<file path="src/rtl/self_destruct_sequencer.sv">
// rtl/self_destruct_sequencer.sv - self-destruct countdown sequencer and 8-LED display driver
// Optional feature macro: SELF_DESTRUCT_ABORT_EN (in_combat=0 aborts a running countdown)
module self_destruct_sequencer #(
    parameter int unsigned TICKS_PER_STEP = 100,
    parameter int unsigned ARM_TICKS      = 50,
    parameter int unsigned BLINK_TICKS    = 33
) (
    input  logic       clk,
    input  logic       reset,
    input  logic       tick,
    input  logic       in_combat,
    input  logic       danger,
    input  logic       damaged,
    input  logic       immobilized,
    output logic [7:0] leds,
    output logic [2:0] state,
    output logic       detonated
);

    typedef enum logic [2:0] {
        S_IDLE      = 3'd0,
        S_COMBAT    = 3'd1,
        S_ARMING    = 3'd2,
        S_COUNTDOWN = 3'd3,
        S_DETONATED = 3'd4
    } state_t;

`ifdef SELF_DESTRUCT_ABORT_EN
    localparam bit ABORT_EN = 1'b1;
`else
    localparam bit ABORT_EN = 1'b0;
`endif

    localparam logic [7:0] ARM_LAST   = 8'(ARM_TICKS - 1);
    localparam logic [7:0] STEP_LAST  = 8'(TICKS_PER_STEP - 1);
    localparam logic [7:0] BLINK_LAST = 8'(BLINK_TICKS - 1);

    state_t     state_q, state_d;
    logic [7:0] mask_q, mask_d;
    logic [7:0] arm_cnt_q, arm_cnt_d;
    logic [7:0] step_cnt_q, step_cnt_d;
    logic [7:0] blink_cnt_q, blink_cnt_d;
    logic       blink_phase_q, blink_phase_d;
    logic [7:0] leds_q, leds_d;
    logic       det_q, det_d;
    logic       vote;
    logic       blink_run;

    assign vote = (danger & damaged) | (danger & immobilized) | (damaged & immobilized);

    always_ff @(posedge clk or negedge reset) begin
        if (!reset) begin
            state_q       <= S_IDLE;
            mask_q        <= 8'hFF;
            arm_cnt_q     <= 8'd0;
            step_cnt_q    <= 8'd0;
            blink_cnt_q   <= 8'd0;
            blink_phase_q <= 1'b1;
            leds_q        <= 8'd0;
            det_q         <= 1'b0;
        end else begin
            state_q       <= state_d;
            mask_q        <= mask_d;
            arm_cnt_q     <= arm_cnt_d;
            step_cnt_q    <= step_cnt_d;
            blink_cnt_q   <= blink_cnt_d;
            blink_phase_q <= blink_phase_d;
            leds_q        <= leds_d;
            det_q         <= det_d;
        end
    end

    always_comb begin
        state_d       = state_q;
        mask_d        = mask_q;
        arm_cnt_d     = arm_cnt_q;
        step_cnt_d    = step_cnt_q;
        blink_cnt_d   = blink_cnt_q;
        blink_phase_d = blink_phase_q;
        blink_run     = 1'b0;
        case (state_q)
            S_IDLE: begin
                if (in_combat) state_d = S_COMBAT;
            end
            S_COMBAT: begin
                if (!in_combat) begin
                    state_d = S_IDLE;
                end else if (vote) begin
                    state_d       = S_ARMING;
                    arm_cnt_d     = 8'd0;
                    blink_cnt_d   = 8'd0;
                    blink_phase_d = 1'b1;
                end
            end
            S_ARMING: begin
                if (!in_combat) begin
                    state_d = S_IDLE;
                end else if (!vote) begin
                    state_d   = S_COMBAT;
                    arm_cnt_d = 8'd0;
                end else if (tick) begin
                    blink_run = 1'b1;
                    if (arm_cnt_q == ARM_LAST) begin
                        state_d    = S_COUNTDOWN;
                        mask_d     = 8'hFF;
                        step_cnt_d = 8'd0;
                    end else begin
                        arm_cnt_d = arm_cnt_q + 8'd1;
                    end
                end
            end
            S_COUNTDOWN: begin
                if (tick) begin
                    blink_run = 1'b1;
                    if (step_cnt_q == STEP_LAST) begin
                        step_cnt_d = 8'd0;
                        mask_d     = mask_q >> 1;
                        if (mask_q[7:1] == 7'd0) state_d = S_DETONATED;
                    end else begin
                        step_cnt_d = step_cnt_q + 8'd1;
                    end
                end
                // A coincident final step beats the abort.
                if (ABORT_EN && !in_combat && state_d != S_DETONATED) begin
                    state_d       = S_IDLE;
                    mask_d        = 8'hFF;
                    step_cnt_d    = 8'd0;
                    blink_cnt_d   = 8'd0;
                    blink_phase_d = 1'b1;
                    blink_run     = 1'b0;
                end
            end
            S_DETONATED: begin
                state_d = S_DETONATED;
            end
            default: begin
                state_d = S_IDLE;
            end
        endcase
        if (blink_run) begin
            if (blink_cnt_q == BLINK_LAST) begin
                blink_cnt_d   = 8'd0;
                blink_phase_d = ~blink_phase_q;
            end else begin
                blink_cnt_d = blink_cnt_q + 8'd1;
            end
        end
    end

    // Outputs are decoded from next-state values so they register on the same edge.
    always_comb begin
        leds_d = 8'd0;
        det_d  = 1'b0;
        case (state_d)
            S_COMBAT:    leds_d = {5'b0, immobilized, damaged, danger};
            S_ARMING:    leds_d = blink_phase_d ? 8'hFF : 8'h00;
            S_COUNTDOWN: leds_d = blink_phase_d ? mask_d : 8'h00;
            S_DETONATED: begin
                leds_d = 8'hFF;
                det_d  = 1'b1;
            end
            default:     leds_d = 8'd0;
        endcase
    end

    assign leds      = leds_q;
    assign state     = state_q;
    assign detonated = det_q;

endmodule

</file>
<file path="config.mk">
export PLATFORM = sky130hd
export DESIGN_NAME = self_destruct_sequencer
export DESIGN_NICKNAME = d
export VERILOG_FILES = /design/src/rtl/self_destruct_sequencer.sv
export SDC_FILE = /design/constraint.sdc
export NUM_CORES = 1
export LEC_CHECK = 0
export BUFFER_PORTS_ARGS = -buffer_cell sky130_fd_sc_hd__buf_2
export CAP_MARGIN = 20
export CORE_MARGIN = 4
export CORE_UTILIZATION = 64
export CTS_CLUSTER_SIZE = 10
export DETAILED_ROUTE_END_ITERATION = 10
export GPL_TIMING_DRIVEN = 0
export PLACE_DENSITY = 0.84
export SETUP_SLACK_MARGIN = 0.4
export SYNTH_ARGS = -nofsm -noshare
export SYNTH_HDL_FRONTEND = slang
export SYNTH_SLANG_ARGS = --single-unit
</file>
<file path="constraint.sdc">
create_clock -name clk -period 4.5 [get_ports clk]
set_input_delay 1.125 -clock clk [delete_from_list [all_inputs] [get_ports clk]]
set_output_delay 1.125 -clock clk [all_outputs]
set_load 0.03 [all_outputs]
</file>
==> flow_summary.yaml <==
global_routing:
  antenna_found_initial: 0
  grt_pass1_vias: 1993
  grt_pass1_wl_um: 9380
  grt_overflow_total: 0
  grt_max_degree: 46
  grt_usage: 0.228
setup_path:
  crit_type: "input pin to flop"
  arrival_ns: 2.79
  cp_max_fo: 9
  critPathRequiredTime_ns: 4.70
  critPathLaunchType: "input pin"
  reg2reg_setup_slack_ns: 2.15
  end_kind: "flop"
pwr:
  internal_power_mw: 0.833
  p_per_area_nw_per_um2: 461
  clkPwrFrac: 0.240
  p_leak_nw: 1.38
  comb_power_share: 0.324
  switching_share: 0.368
  pwr-share-seq: 0.435
  p_switching_mw: 0.486
  ir_drop_v: 0.000309
floorplan:
  die_h_um: 71.8
  num_io_pins: 19
  rows: 22
  die_area_um2: 5160
  die_width_um: 71.8
  coreArea_um2: 3800
  initial_core_util: 0.686
clock_network:
  clk_latency_ns: 0.30
  clk_path_buf_depth: 2
  numCtsBuffers: 5
  clkTransAtPathRegs_ns: 0.09
  tritoncts: "done"
  htreeDepth: 2
  postCtsSetupBuffers: 0
  cts_resized: 0
  cts.sinks: 45
  cts_root_buf: "clkbuf_8"
  hold_buffers: 0
synthesis:
  netlist_top_cells_count: "dfrtp_1, o21ai_0, nor2_1, nand2_1, inv_1"
  synth_edf_count: 0
  synthCells: 262
  syn_area_um2: 2610
  syn_nets: 274
  synth_cell_types: 73
  async_flop_share: 1.00
  ys_top_cells_by_area: "dfrtp_1, dfstp_2, o21ai_0"
  synth_area_per_cell_um2: 9.95
  synthFlopType: "dfrtp_1"
  yosysTopAreaCellShare: 0.346
  synth-seq-cells: 45
  ys_warn_count: 0
  netlist.top_cell.by_area: "dfrtp_1"
  synth.most_common_cell: "dfrtp_1"
  ys_seq_area_frac: 0.436
placed_design:
  dpl.hpwl_um: 3790
  gp_congestion: 0.886
  place_ws_ns: 1.60
  io_buffer_count: 16
routing:
  met2_length_um: 2700
  antenna_left: 0
  route.detailed.drc: 0
  routedWlPerCell_um: 16.1
  vias_per_cell: 6.28
  routed.top_layer: "met4"
  wirelength_um: 5370
  drt-pass1-iter-count: 4
  wl_met3_um: 251
  num_vias: 2097
  m1WireLength_um: 2370
  drt_iter0_drc: 138
layout:
  post-route-util: 0.754
  seq_area_um2: 1140
  multi_input_area_um2: 1360
  n_fill_cell: 281
  drive_above_1_share: 0.213
  nets: 297
  syn2layout_area_growth_pct: 9.84
  n_antenna_cell: 0
timing:
  final_max_slew_viol_count: 0
  clock.fmax_mhz: 385
  layout_setup_ws_ns: 1.90
  final.setup.tns_ns: 0
  rsz0062_at_grt: "false"
  skew_ns: 0.0127
  layout_min_cycle_time_ns: 2.60
  final-setup-viol-count: 0
  min_period_over_period: 0.577
  hold_viol: 0
  worst_slew_pin_slew_ns: 0.978
  relSlewSlack: 0.348
run_status:
  status: "finished, final reports clean"
worst_hold_path:
  hold_path_class: "flop to flop"
run:
  drv_cap: 0
-- placed cells by master, fill, tap and decap left out, types with 3 or more instances in the layout --
cell type / Yosys / routed
mux2_2: 4 / 4
clkbuf_8: 1 / 7
dfstp_2: 9 / 9
o31ai_1: 7 / 7
buf_2: 2 / 18
nor3_1: 4 / 4
nor2_1: 22 / 22
o21ai_0: 23 / 23
a21oi_1: 7 / 7
nand2b_1: 9 / 9
dfrtp_1: 36 / 36
mux2i_1: 5 / 5
o221ai_1: 3 / 3
and3_1: 6 / 6
a211oi_1: 4 / 4
nand3_1: 12 / 12
inv_1: 15 / 15
nand2_1: 18 / 18
ha_1: 5 / 5
nor4_1: 3 / 3
-- through the flow --
stage / area, um2 / cells / hold WS [ns] / power [mW]
2_1_floorplan: 2610 / 262 / 0.446 / 0.890
3_3_place_gp: 2750 / 326 / 0.474 / 0.985
3_5_place_dp: 2750 / 326 / 0.491 / 1.01
4_1_cts: 2860 / 334 / 0.501 / 1.32
5_1_grt: 2860 / 334 / 0.528 / 1.40
6_report: 2860 / 334 / 0.513 / 1.32
-- critical path, stage by stage --
cell      delay, ns
clkbuf_1       0.31
and2b_1        0.27
nor4b_4        0.41
a211oi_1       0.11
a21o_1         0.27
o41ai_2        0.30
-- kinds of logic after synthesis --
family,count (synthesis),share of synthesized area
XOR/XNOR,1,0.00336
multiplexers,9,0.0365
flip-flops,45,0.436
AND/OR/NAND/NOR,104,0.243
AO/OA/AOI/OAI,75,0.210
buffers and inverters,22,0.0422
adder cells (fa/ha/maj),6,0.0283
-- layer usage --
layer / track usage / vias up
met2: 0.391 / 56
met4: 0.0585 / 0
met1: 0.296 / 1016
met5: 0 / -
li1: - / 1020
met3: 0.0421 / 5
-- sequential cells by signal, indices dropped and copies added, names as in the netlist --
signal,cells
state,3
blink_cnt_q,8
leds,8
mask_q,8
detonated,1
step_cnt_q,8
arm_cnt_q,8
blink_phase_q,1
-- final cells by class --
class                           count  area share
Multi-Input combinational cell    195       0.475
Sequential cell                    45       0.397
Clock buffer                        7      0.0302
Timing Repair Buffer               16      0.0280
Inverter                           16      0.0210
Tap cell                           48      0.0210
Buffer                              6      0.0175
Clock inverter                      1      0.0105
-- power groups by stage --
| stage | Sequential [mW] | Combinational, mW | Clock (mW) |
|---|---|---|---|
| 2_1_floorplan | 0.604 | 0.286 | 0 |
| 3_3_place_gp | 0.575 | 0.410 | 0 |
| 3_5_place_dp | 0.579 | 0.426 | 0 |
| 4_1_cts | 0.572 | 0.429 | 0.321 |
| 5_1_grt | 0.588 | 0.475 | 0.341 |
| 6_report | 0.574 | 0.428 | 0.317 |
-- final timing paths --
kind / depth (start not counted) / start / to
worst max-delay path: 6 / in_combat / leds[7]$_DFF_PN0_
worst min-delay path: 1 / blink_cnt_q[7]$_DFFE_PN0P_ / blink_cnt_q[7]$_DFFE_PN0P_
worst max register to register: 6 / step_cnt_q[0]$_DFFE_PN0P_ / leds[1]$_DFF_PN0_
worst min register to register: 1 / blink_cnt_q[7]$_DFFE_PN0P_ / blink_cnt_q[7]$_DFFE_PN0P_
max in group asynchronous: 1 / reset / leds[4]$_DFF_PN0_
min in group asynchronous: 1 / reset / step_cnt_q[4]$_DFFE_PN0P_
Note: power is estimated with default switching activity, not from simulation.
